`config.mk`:
```
export PLATFORM = sky130hd
export DESIGN_NAME = updown_count_sched_flat
export DESIGN_NICKNAME = d
export VERILOG_FILES = /design/src/rtl/updown_count_sched_pkg.sv /design/src/rtl/updown_count_sched_if.sv /design/src/rtl/updown_count_core.sv /design/src/rtl/updown_count_sched.sv /design/src/flat_wrapper.sv
export SDC_FILE = /design/constraint.sdc
export NUM_CORES = 1
export LEC_CHECK = 0
export BUFFER_PORTS_ARGS = -buffer_cell sky130_fd_sc_hd__buf_2
export CORE_AREA = 2 2 74 55
export DETAILED_ROUTE_END_ITERATION = 12
export DIE_AREA = 0 0 76 57
export GPL_TIMING_DRIVEN = 0
export PLACE_DENSITY_LB_ADDON = 0.25
export SYNTH_ARGS = -nofsm -noshare
export SYNTH_HDL_FRONTEND = slang
export SYNTH_SLANG_ARGS = --single-unit
```
`constraint.sdc`:
```
create_clock -name clk -period 1.7 [get_ports clk]
set_input_delay 0.085 -clock clk [delete_from_list [all_inputs] [get_ports clk]]
set_output_delay 0.085 -clock clk [all_outputs]
set_load 0.05 [all_outputs]
```
`src/rtl/updown_count_sched_pkg.sv`:
```
// Shared types and constants for the up/down counter scheduler.
//   state_t      : scheduler FSM states
//   DIR_UP/DOWN  : command direction encoding
//   req_idx_t    : requester index (two requesters)
//   req_onehot() : requester index to per-requester bit vector
package updown_sched_pkg;

    localparam int unsigned NUM_REQ = 2;
    localparam int unsigned REQ_W   = 1;

    localparam logic DIR_UP   = 1'b1;
    localparam logic DIR_DOWN = 1'b0;

    typedef enum logic [1:0] {
        IDLE = 2'd0,
        RUN  = 2'd1,
        DONE = 2'd2
    } state_t;

    typedef logic [REQ_W-1:0] req_idx_t;

    // Index to one-hot requester mask.
    function automatic logic [NUM_REQ-1:0] req_onehot(input req_idx_t idx);
        logic [NUM_REQ-1:0] v;
        v      = '0;
        v[idx] = 1'b1;
        return v;
    endfunction

endpackage

```
`src/rtl/updown_count_sched_if.sv`:
```
// Requester-side command handshake bundle for the scheduler.
//   req_valid  : per-requester command valid (bit i = requester i)
//   req_ready  : per-requester accept, at most one bit high
//   req_dir    : per-requester direction, 1 = up, 0 = down
//   req_steps0 : step count of requester 0
//   req_steps1 : step count of requester 1
//   done       : one-cycle completion pulse to the owning requester
interface updown_count_sched_if #(
    parameter int unsigned SW = 8
);
    import updown_sched_pkg::*;

    logic [NUM_REQ-1:0] req_valid;
    logic [NUM_REQ-1:0] req_ready;
    logic [NUM_REQ-1:0] req_dir;
    logic [SW-1:0]      req_steps0;
    logic [SW-1:0]      req_steps1;
    logic [NUM_REQ-1:0] done;

    modport master (
        output req_valid, req_dir, req_steps0, req_steps1,
        input  req_ready, done
    );

    modport slave (
        input  req_valid, req_dir, req_steps0, req_steps1,
        output req_ready, done
    );

endinterface

```
`src/rtl/updown_count_core.sv`:
```
// Modulo (MAX+1) up/down counter, one step per enabled cycle.
//   clk, reset : clock, synchronous active-low reset
//   en         : take one step this cycle
//   dir        : 1 = up, 0 = down
//   count      : counter value, 0..MAX
//   wrap       : one-cycle pulse alongside a MAX->0 or 0->MAX step
module updown_count_core
    import updown_sched_pkg::*;
#(
    parameter int unsigned N   = 8,
    parameter int unsigned MAX = 255
) (
    input  logic         clk,
    input  logic         reset,
    input  logic         en,
    input  logic         dir,
    output logic [N-1:0] count,
    output logic         wrap
);

    localparam logic [N-1:0] MAX_V = N'(MAX);

    // Counter register with wrap at both ends of the range.
    always_ff @(posedge clk) begin
        if (!reset) begin
            count <= '0;
            wrap  <= 1'b0;
        end else begin
            wrap <= 1'b0;
            if (en) begin
                if (dir == DIR_UP) begin
                    if (count == MAX_V) begin
                        count <= '0;
                        wrap  <= 1'b1;
                    end else begin
                        count <= count + N'(1);
                    end
                end else begin
                    if (count == '0) begin
                        count <= MAX_V;
                        wrap  <= 1'b1;
                    end else begin
                        count <= count - N'(1);
                    end
                end
            end
        end
    end

endmodule

```
`src/rtl/updown_count_sched.sv`:
```
// Two-requester round-robin scheduler owning one shared up/down counter.
//   clk, reset : clock, synchronous active-low reset
//   bus        : command handshake (valid/ready/dir/steps) and done pulses
//   busy       : high while a command is running or completing
//   owner      : current or last granted requester
//   count      : shared counter value
//   wrap       : one-cycle pulse on a counter wrap
module updown_count_sched
    import updown_sched_pkg::*;
#(
    parameter int unsigned N   = 8,
    parameter int unsigned MAX = 255,
    parameter int unsigned SW  = 8
) (
    input  logic                 clk,
    input  logic                 reset,
    updown_count_sched_if.slave  bus,
    output logic                 busy,
    output req_idx_t             owner,
    output logic [N-1:0]         count,
    output logic                 wrap
);

    state_t             state_q, state_d;
    logic [SW-1:0]      rem_q, rem_d;
    logic               dir_q, dir_d;
    req_idx_t           owner_q, owner_d;
    req_idx_t           last_owner_q, last_owner_d;
    logic [NUM_REQ-1:0] done_q, done_d;
    logic               busy_q, busy_d;

    req_idx_t           grant_c;
    logic               grant_valid_c;
    logic [NUM_REQ-1:0] ready_c;
    logic               accept_c;
    logic [SW-1:0]      sel_steps_c;
    logic               sel_dir_c;
    logic               core_en_c;

    // Round-robin pick: a lone requester wins, a tie goes away from last_owner.
    always_comb begin
        grant_c       = '0;
        grant_valid_c = 1'b0;
        case (bus.req_valid)
            2'b01: begin
                grant_c       = REQ_W'(0);
                grant_valid_c = 1'b1;
            end
            2'b10: begin
                grant_c       = REQ_W'(1);
                grant_valid_c = 1'b1;
            end
            2'b11: begin
                grant_c       = ~last_owner_q;
                grant_valid_c = 1'b1;
            end
            default: begin
                grant_c       = '0;
                grant_valid_c = 1'b0;
            end
        endcase
    end

    // Ready only in IDLE and never while reset is held.
    assign ready_c       = (reset && state_q == IDLE && grant_valid_c) ? req_onehot(grant_c) : '0;
    assign accept_c      = |(bus.req_valid & ready_c);
    assign sel_steps_c   = (grant_c == REQ_W'(1)) ? bus.req_steps1 : bus.req_steps0;
    assign sel_dir_c     = bus.req_dir[grant_c];
    assign core_en_c     = (state_q == RUN);

    // Next-state and register-input logic.
    always_comb begin
        state_d      = state_q;
        rem_d        = rem_q;
        dir_d        = dir_q;
        owner_d      = owner_q;
        last_owner_d = last_owner_q;
        case (state_q)
            IDLE: begin
                if (accept_c) begin
                    dir_d   = sel_dir_c;
                    rem_d   = sel_steps_c;
                    owner_d = grant_c;
                    state_d = (sel_steps_c == '0) ? DONE : RUN;
                end
            end
            RUN: begin
                rem_d = rem_q - SW'(1);
                if (rem_q == SW'(1)) begin
                    state_d = DONE;
                end
            end
            DONE: begin
                last_owner_d = owner_q;
                state_d      = IDLE;
            end
            default: begin
                state_d = IDLE;
            end
        endcase
        // done is registered so it is high exactly for the cycle spent in DONE.
        done_d = (state_d == DONE) ? req_onehot(owner_d) : '0;
        busy_d = (state_d != IDLE);
    end

    // State and control registers.
    always_ff @(posedge clk) begin
        if (!reset) begin
            state_q      <= IDLE;
            rem_q        <= '0;
            dir_q        <= DIR_DOWN;
            owner_q      <= '0;
            last_owner_q <= REQ_W'(1);
            done_q       <= '0;
            busy_q       <= 1'b0;
        end else begin
            state_q      <= state_d;
            rem_q        <= rem_d;
            dir_q        <= dir_d;
            owner_q      <= owner_d;
            last_owner_q <= last_owner_d;
            done_q       <= done_d;
            busy_q       <= busy_d;
        end
    end

    assign bus.req_ready = ready_c;
    assign bus.done      = done_q;
    assign busy          = busy_q;
    assign owner         = owner_q;

    updown_count_core #(
        .N   (N),
        .MAX (MAX)
    ) u_core (
        .clk   (clk),
        .reset (reset),
        .en    (core_en_c),
        .dir   (dir_q),
        .count (count),
        .wrap  (wrap)
    );

endmodule

```
`src/flat_wrapper.sv`:
```
// flat-port wrapper written by rule: the top's interface ports become plain ports
module updown_count_sched_flat import updown_sched_pkg::*;
#(
    parameter int unsigned N   = 8,
    parameter int unsigned MAX = 255,
    parameter int unsigned SW  = 8
)
  (clk, reset, busy, owner, count, wrap, bus_req_valid, bus_req_dir, bus_req_steps0, bus_req_steps1, bus_req_ready, bus_done);
  updown_count_sched_if #(.SW(SW)) bus_i ();
  input  logic clk;
  input  logic reset;
  output logic busy;
  output req_idx_t owner;
  output logic [N-1:0] count;
  output logic wrap;
  input wire logic [$bits(bus_i.req_valid)-1:0] bus_req_valid;
  input wire logic [$bits(bus_i.req_dir)-1:0] bus_req_dir;
  input wire logic [$bits(bus_i.req_steps0)-1:0] bus_req_steps0;
  input wire logic [$bits(bus_i.req_steps1)-1:0] bus_req_steps1;
  output wire logic [$bits(bus_i.req_ready)-1:0] bus_req_ready;
  output wire logic [$bits(bus_i.done)-1:0] bus_done;
  assign bus_i.req_valid = bus_req_valid;
  assign bus_i.req_dir = bus_req_dir;
  assign bus_i.req_steps0 = bus_req_steps0;
  assign bus_i.req_steps1 = bus_req_steps1;
  assign bus_req_ready = bus_i.req_ready;
  assign bus_done = bus_i.done;
  updown_count_sched #(.N(N), .MAX(MAX), .SW(SW)) u_core (.clk(clk), .reset(reset), .bus(bus_i), .busy(busy), .owner(owner), .count(count), .wrap(wrap));
endmodule
```
==> results of run 1 <==
-- worst max-delay path: cells and delay by family, from the launching register on --
kind	cells	cell delay (ps)
adders and majority gates	1	120
buffers and inverters	1	60
and+or+nand+nor	2	720
DFF	1	360
AOI/OAI and AO/OA	2	400
-- state kept, by name, summed over array words and instances, names as in the netlist --
name	cells
u_core.last_owner_q	1
u_core.busy	1
u_core.dir_q	1
u_core.rem_q	8
u_core.u_core.wrap	1
u_core.owner	1
u_core.bus.done	2
u_core.state_q	2
u_core.u_core.count	8
-- path summary, 6_finish.rpt --
| path | cells after the start | slack (ps) | to |
|---|---|---|---|
| worst max-delay path | 6 | -60 | u_core.u_core.count[0] |
| worst min-delay path | 3 | 160 | u_core.busy |
| worst max register to register | 6 | -60 | u_core.u_core.count[0] |
| worst min register to register | 2 | 500 | u_core.rem_q[4] |
-- through the flow --
step                      TNS (ps)  cell area (um2)
after floorplan               -171             1590
after global placement        -236             1830
after detailed placement      -210             1830
after CTS                    -39.4             1980
after global routing          -268             2040
final                        -77.7             2040
-- kinds of logic after synthesis --
logic type	synth area share
simple gates	0.229
compound gates	0.287
mux	0.0475
flops	0.322
buf+inv	0.0572
xor+xnor	0.0169
fa+ha+maj	0.0403
-- area by class of cell --
| type | instances | area, um2 |
|---|---|---|
| multi-input cells | 150 | 1030 |
| well taps | 52 | 65.1 |
| fillers | 346 | 1650 |
| repair buffers | 52 | 310 |
| plain buffers | 8 | 42.5 |
| inverters | 8 | 35.0 |
| clock buffers | 4 | 45.0 |
| flip-flops and latches | 25 | 515 |
-- repair_timing --
| item | CTS | global route |
|---|---|---|
| endpoints found under the hold margin | 0 | 0 |
| setup endpoints to repair | 6 | 16 |
| setup buffers | 11 | 5 |
| pin swaps | 3 | 3 |
| gates resized for setup | 10 | 9 |
-- layer usage --
layer | routed length (um) | global-route usage
met2 | 1920 | 0.325
met1 | 2100 | 0.310
met4 | 27 | 0.0390
met3 | 348 | 0.0364
met5 | 0 | 0
-- cells in the final DEF (no fill, tap or decap), drive strengths merged, types with 3 or more instances in the layout --
cell type	instances
a21oi	18
nor4	6
nand2b	3
inv	7
mux2	3
ha	5
mux2i	4
xnor2	3
clkbuf	7
buf	57
o31a	3
nand3	10
nor3	9
a31oi	8
o21a	7
o21ai	7
dfxtp	25
nand4	4
nor2	10
nand2	18
-- report_power, final --
group,switching (uW),internal (uW)
Combinational,440,312
Clock,189,168
Sequential,78.0,649
Total,707,1130
==> results_dict.tcl, run 1 <==
set metrics [dict create \
    crit_slowest_cell "or4b_4" \
    slew-limit-headroom 0.615 \
    cts-root-buf "clkbuf_8" \
    grt_pass1_vias 1529 \
    synth_seq_cells 25 \
    period_share 1.03 \
    clock_latency_ps 270 \
    yosys.area.top_type "dfxtp_1" \
    timing.rr.start "u_core.u_core.count[1]" \
    max_stage_delay_ps 470 \
    fin_ws_ps -57.9 \
    syn_inst 193 \
    cp-end-kind "flip-flop" \
    n_antenna_cell 0 \
    grt_max_degree 14 \
    wl_per_cell_um 14.7 \
    drt_iter0_markers 130 \
    post_route_cells_drive_above_1_share 0.348 \
    critPathLaunch "u_core.u_core.count[1]" \
    synth_cell_types 50 \
    grt_pass1_wl_um 7310 \
    yosysMostFrequentCell "dfxtp_1" \
    pwr_density_cell_mw_per_mm2 900 \
    hold_viol 0 \
    holdWs_ps 164 \
    nNetsFinal 275 \
    worstHoldStart "bus_req_valid[1]" \
    cp.arrival_ps 1940 \
    htreeDepth 1 \
    syn_area_mm2 0.00155 \
    fin_crit_ps 1760 \
    grt.total_usage 0.209 \
    fin_cells 299 \
    cts_buffers 3 \
    die-area_mm2 0.00433 \
    grt_antenna_before_repair 0 \
    start_util 0.422 \
    netlist.area_leader.share 0.322 \
    grt_overflow 0 \
    synth_commonest_cells "25 x dfxtp_1, 18 x a21oi_1, 18 x nand2_1" \
    async_flop_share 0 \
    ios 37 \
    clk_pin_slew_ps 90 \
    ant_nets 0 \
    dp_cells 281 \
    synth_area_leaders "dfxtp_1 32%, a21oi_1 5.8%, nand2_1 4.3%, ha_1 4.0%, o21a_1 3.4%" \
    min_path_type "in -> reg" \
    synthFlopType "dfxtp_1" \
    dr_total_vias 1702 \
    yosys_warnings 0 \
    drc 0 \
    final_core_util 0.553 \
    power.total_uw 1840 \
    numClockSinks 25 \
    rows 19 \
    final.setup_skew_ps 3.11 \
    place_congestion 0.818 \
    drt_pass1_iterations 4 \
    setup_viol 2 \
    pre_cts_ws_ps -100 \
    rsz0062_at_grt "yes" \
    maxSlewViolCount 0 \
    via_per_inst 5.69 \
    worstPathRequired_ps 1880 \
    wirelength_um 4400 \
    clockBufferDepth 2 \
    worst_slew_pin_slew_ps 577 \
    power.leakage_uw 0.000847 \
    worstPathCellList "inv_4 > ha_4 > or4b_4 > or2_4 > a221o_1 > o31ai_2" \
    cts-hold-fix-buffers 0 \
    syn_avg_cell_area_um2 8.05 \
    design.core.area_mm2 0.00368 \
    clock.fmax_mhz 569 \
    fp.dieW_um 76 \
    area_delta_synth_final_pct 31.2 \
    syn-num-nets 220 \
    dpl.hpwl_um 3080 \
    portBuffers 36 \
    synth_edf_count 0 \
    failed_checks "setup timing" \
    yosysSeqAreaShare 0.322 \
    maxCapViolCount 0 \
    worst-path-max-fanout 3 \
    fp.dieH_um 57 \
    cts_tree "built" \
    max-vdd-ir-drop_uv 426 \
    start_kind "flip-flop" \
    path_class "reg -> reg" \
    outcome "complete, but fails checks" \
]
Power figures use the tool's default switching activity.
==> run 2, diff against run 1 <==
--- a/config.mk
+++ b/config.mk
@@ -5,12 +5,14 @@
 export SDC_FILE = /design/constraint.sdc
 export NUM_CORES = 1
 export LEC_CHECK = 0
-export BUFFER_PORTS_ARGS = -buffer_cell sky130_fd_sc_hd__buf_2
+export BUFFER_PORTS_ARGS = -buffer_cell sky130_fd_sc_hd__clkbuf_2
 export CORE_AREA = 2 2 74 55
+export CTS_CLUSTER_SIZE = 10
 export DETAILED_ROUTE_END_ITERATION = 12
 export DIE_AREA = 0 0 76 57
 export GPL_TIMING_DRIVEN = 0
 export PLACE_DENSITY_LB_ADDON = 0.25
+export SKIP_CTS_REPAIR_TIMING = 1
 export SYNTH_ARGS = -nofsm -noshare
 export SYNTH_HDL_FRONTEND = slang
 export SYNTH_SLANG_ARGS = --single-unit
==> run 2 against run 1 <==
  * First-iteration DRC count rose by 33%
  * Combinational power down 1%
  * The flow still finishes with violations (setup timing)
  * Largest power group unchanged
  * Critical endpoint is now bus_req_ready[0]
  * Clock power shrank 2%
  * Critical path type is now reg -> out
  * Clock skew hardly changed
  * Clock-buffer cell count is the same
  * Power fell by 1.3%
  * Setup slack got worse by 11 ps
  * Final cell count decreased by 0.67%
  * Cell area down 0.18%
  * Via count fell by 0.94%
  * Routed wire length fell by 4.1%
==> results_dict.tcl, run 2 (synthesis gave the netlist of run 1 again) <==
set metrics [dict create \
    drc 0 \
    swShare 0.382 \
    reg.largest.list "u_core.rem_q: 8 flops, u_core.u_core.count: 8 flops" \
    grt_overflow 0 \
    die-area_mm2 0.00433 \
    start_kind "flip-flop" \
    p_clk_frac 0.192 \
    drt_iter0_markers 173 \
    max_stage_delay_ps 410 \
    worst_slew_pin_slew_ps 571 \
    cts-root-buf "clkbuf_8" \
    post_route_cells_drive_above_1_share 0.347 \
    start_util 0.422 \
    numClockSinks 25 \
    combPwrFrac 0.409 \
    outcome "complete, but fails checks" \
    dpl.hpwl_um 2990 \
    design.core.area_mm2 0.00368 \
    final_cell_mix "35 x clkbuf_2, 19 x dfxtp_1, 18 x a21oi_1, 18 x nand2_1, 12 x buf_4" \
    fp.dieH_um 57 \
    grt_max_degree 14 \
    fin_crit_ps 1770 \
    setup_viol 2 \
    maxCapViolCount 0 \
    n_antenna_cell 0 \
    min_path_type "in -> reg" \
    cts_buffers 3 \
    via_per_inst 5.68 \
    pwr_density_cell_mw_per_mm2 889 \
    drt_pass1_iterations 4 \
    ios 37 \
    p_int_uw 1120 \
    power.leakage_uw 0.000838 \
    clock.fmax_mhz 565 \
    final_core_util 0.552 \
    rows 19 \
    grt_pass1_wl_um 6600 \
    dpl_cell_area_mm2 0.00183 \
    grt_antenna_before_repair 0 \
    fin_ws_ps -69.1 \
    nNetsFinal 273 \
    path_class "reg -> out" \
    path_common_cell "buf_6" \
    grt.total_usage 0.189 \
    worstPathCellList "nand2b_1 > buf_6 > or3_4 > buf_8 > nor2_2 > buf_6" \
    period_share 1.04 \
    worstPathRequired_ps 1620 \
    final_common_cell "clkbuf_2" \
    clockBufferDepth 2 \
    worst-path-max-fanout 6 \
    htreeDepth 1 \
    maxSlewViolCount 0 \
    max-vdd-ir-drop_uv 455 \
    place_congestion 0.836 \
    grt_pass1_vias 1451 \
    crit_slowest_cell "or3_4" \
    hold_viol 0 \
    fp.dieW_um 76 \
    rsz0062_at_grt "yes" \
    cp.arrival_ps 1680 \
    failed_checks "setup timing" \
    clock_latency_ps 260 \
    cp-end-kind "output pin" \
    wl_per_cell_um 14.2 \
    finalInstanceArea_mm2 0.00204 \
    switchingPower_uw 692 \
    final.setup_skew_ps 2.90 \
    seq_power_share 0.398 \
    portBuffers 36 \
    ant_nets 0 \
    cts_tree "built" \
    dr_total_vias 1686 \
    power.total_uw 1810 \
    area_delta_synth_final_pct 31.0 \
    clk_pin_slew_ps 80 \
    wirelength_um 4220 \
    slew-limit-headroom 0.616 \
]
==> run 2: cell type report <==
cell class	instances	area [um2]
fillers	344	1650
inverters	8	35.0
repair buffers	48	277
clock buffers	4	45.0
well taps	52	65.1
plain buffers	10	71.3
flip-flops and latches	25	513
multi-input cells	150	1030
==> run 2: worst paths after layout <==
| kind | to | slack (ps) | cells past startpoint | from |
|---|---|---|---|---|
| setup / recovery | bus_req_ready[0] | -70 | 6 | u_core.state_q[1] |
| setup reg to reg | u_core.u_core.count[0] | -40 | 6 | u_core.u_core.count[1] |
| hold reg to reg | u_core.u_core.count[1] | 500 | 2 | u_core.u_core.count[1] |
| hold / removal | u_core.busy | 180 | 3 | bus_req_valid[0] |
==> run 2: per-stage QoR <==
stage | std cells | hold slack [ps] | TNS [ps] | setup slack (ps)
floorplan | 193 | 284 | -171 | -71.9
global placement | 281 | 448 | -224 | -108
detailed placement | 281 | 444 | -189 | -70.3
CTS | 285 | 174 | -537 | -264
global route | 297 | 232 | -355 | -123
finish | 297 | 183 | -114 | -69.1
==> run 2: power by group through the flow <==
stage | sequential [uW] | combinational [uW] | clock, uW
after floorplan | 819 | 407 | 0
after global placement | 736 | 649 | 0
after detailed placement | 736 | 650 | 0
after CTS | 722 | 652 | 358
after global routing | 732 | 808 | 387
final | 721 | 741 | 348
==> run 2: worst max-delay path: cells and delay by family (launching register included) <==
kind,cells,cell delay [ps]
simple gates,3,670
buf+inv,3,430
flops,1,330
==> run 2: metal layers <==
layer | wire (um) | share of wire | GRT usage
met1 | 2080 | 0.49 | 0.279
met2 | 1830 | 0.43 | 0.277
met3 | 277 | 0.066 | 0.0427
met4 | 30 | 0.0071 | 0.0545
met5 | 0 | 0 | 0
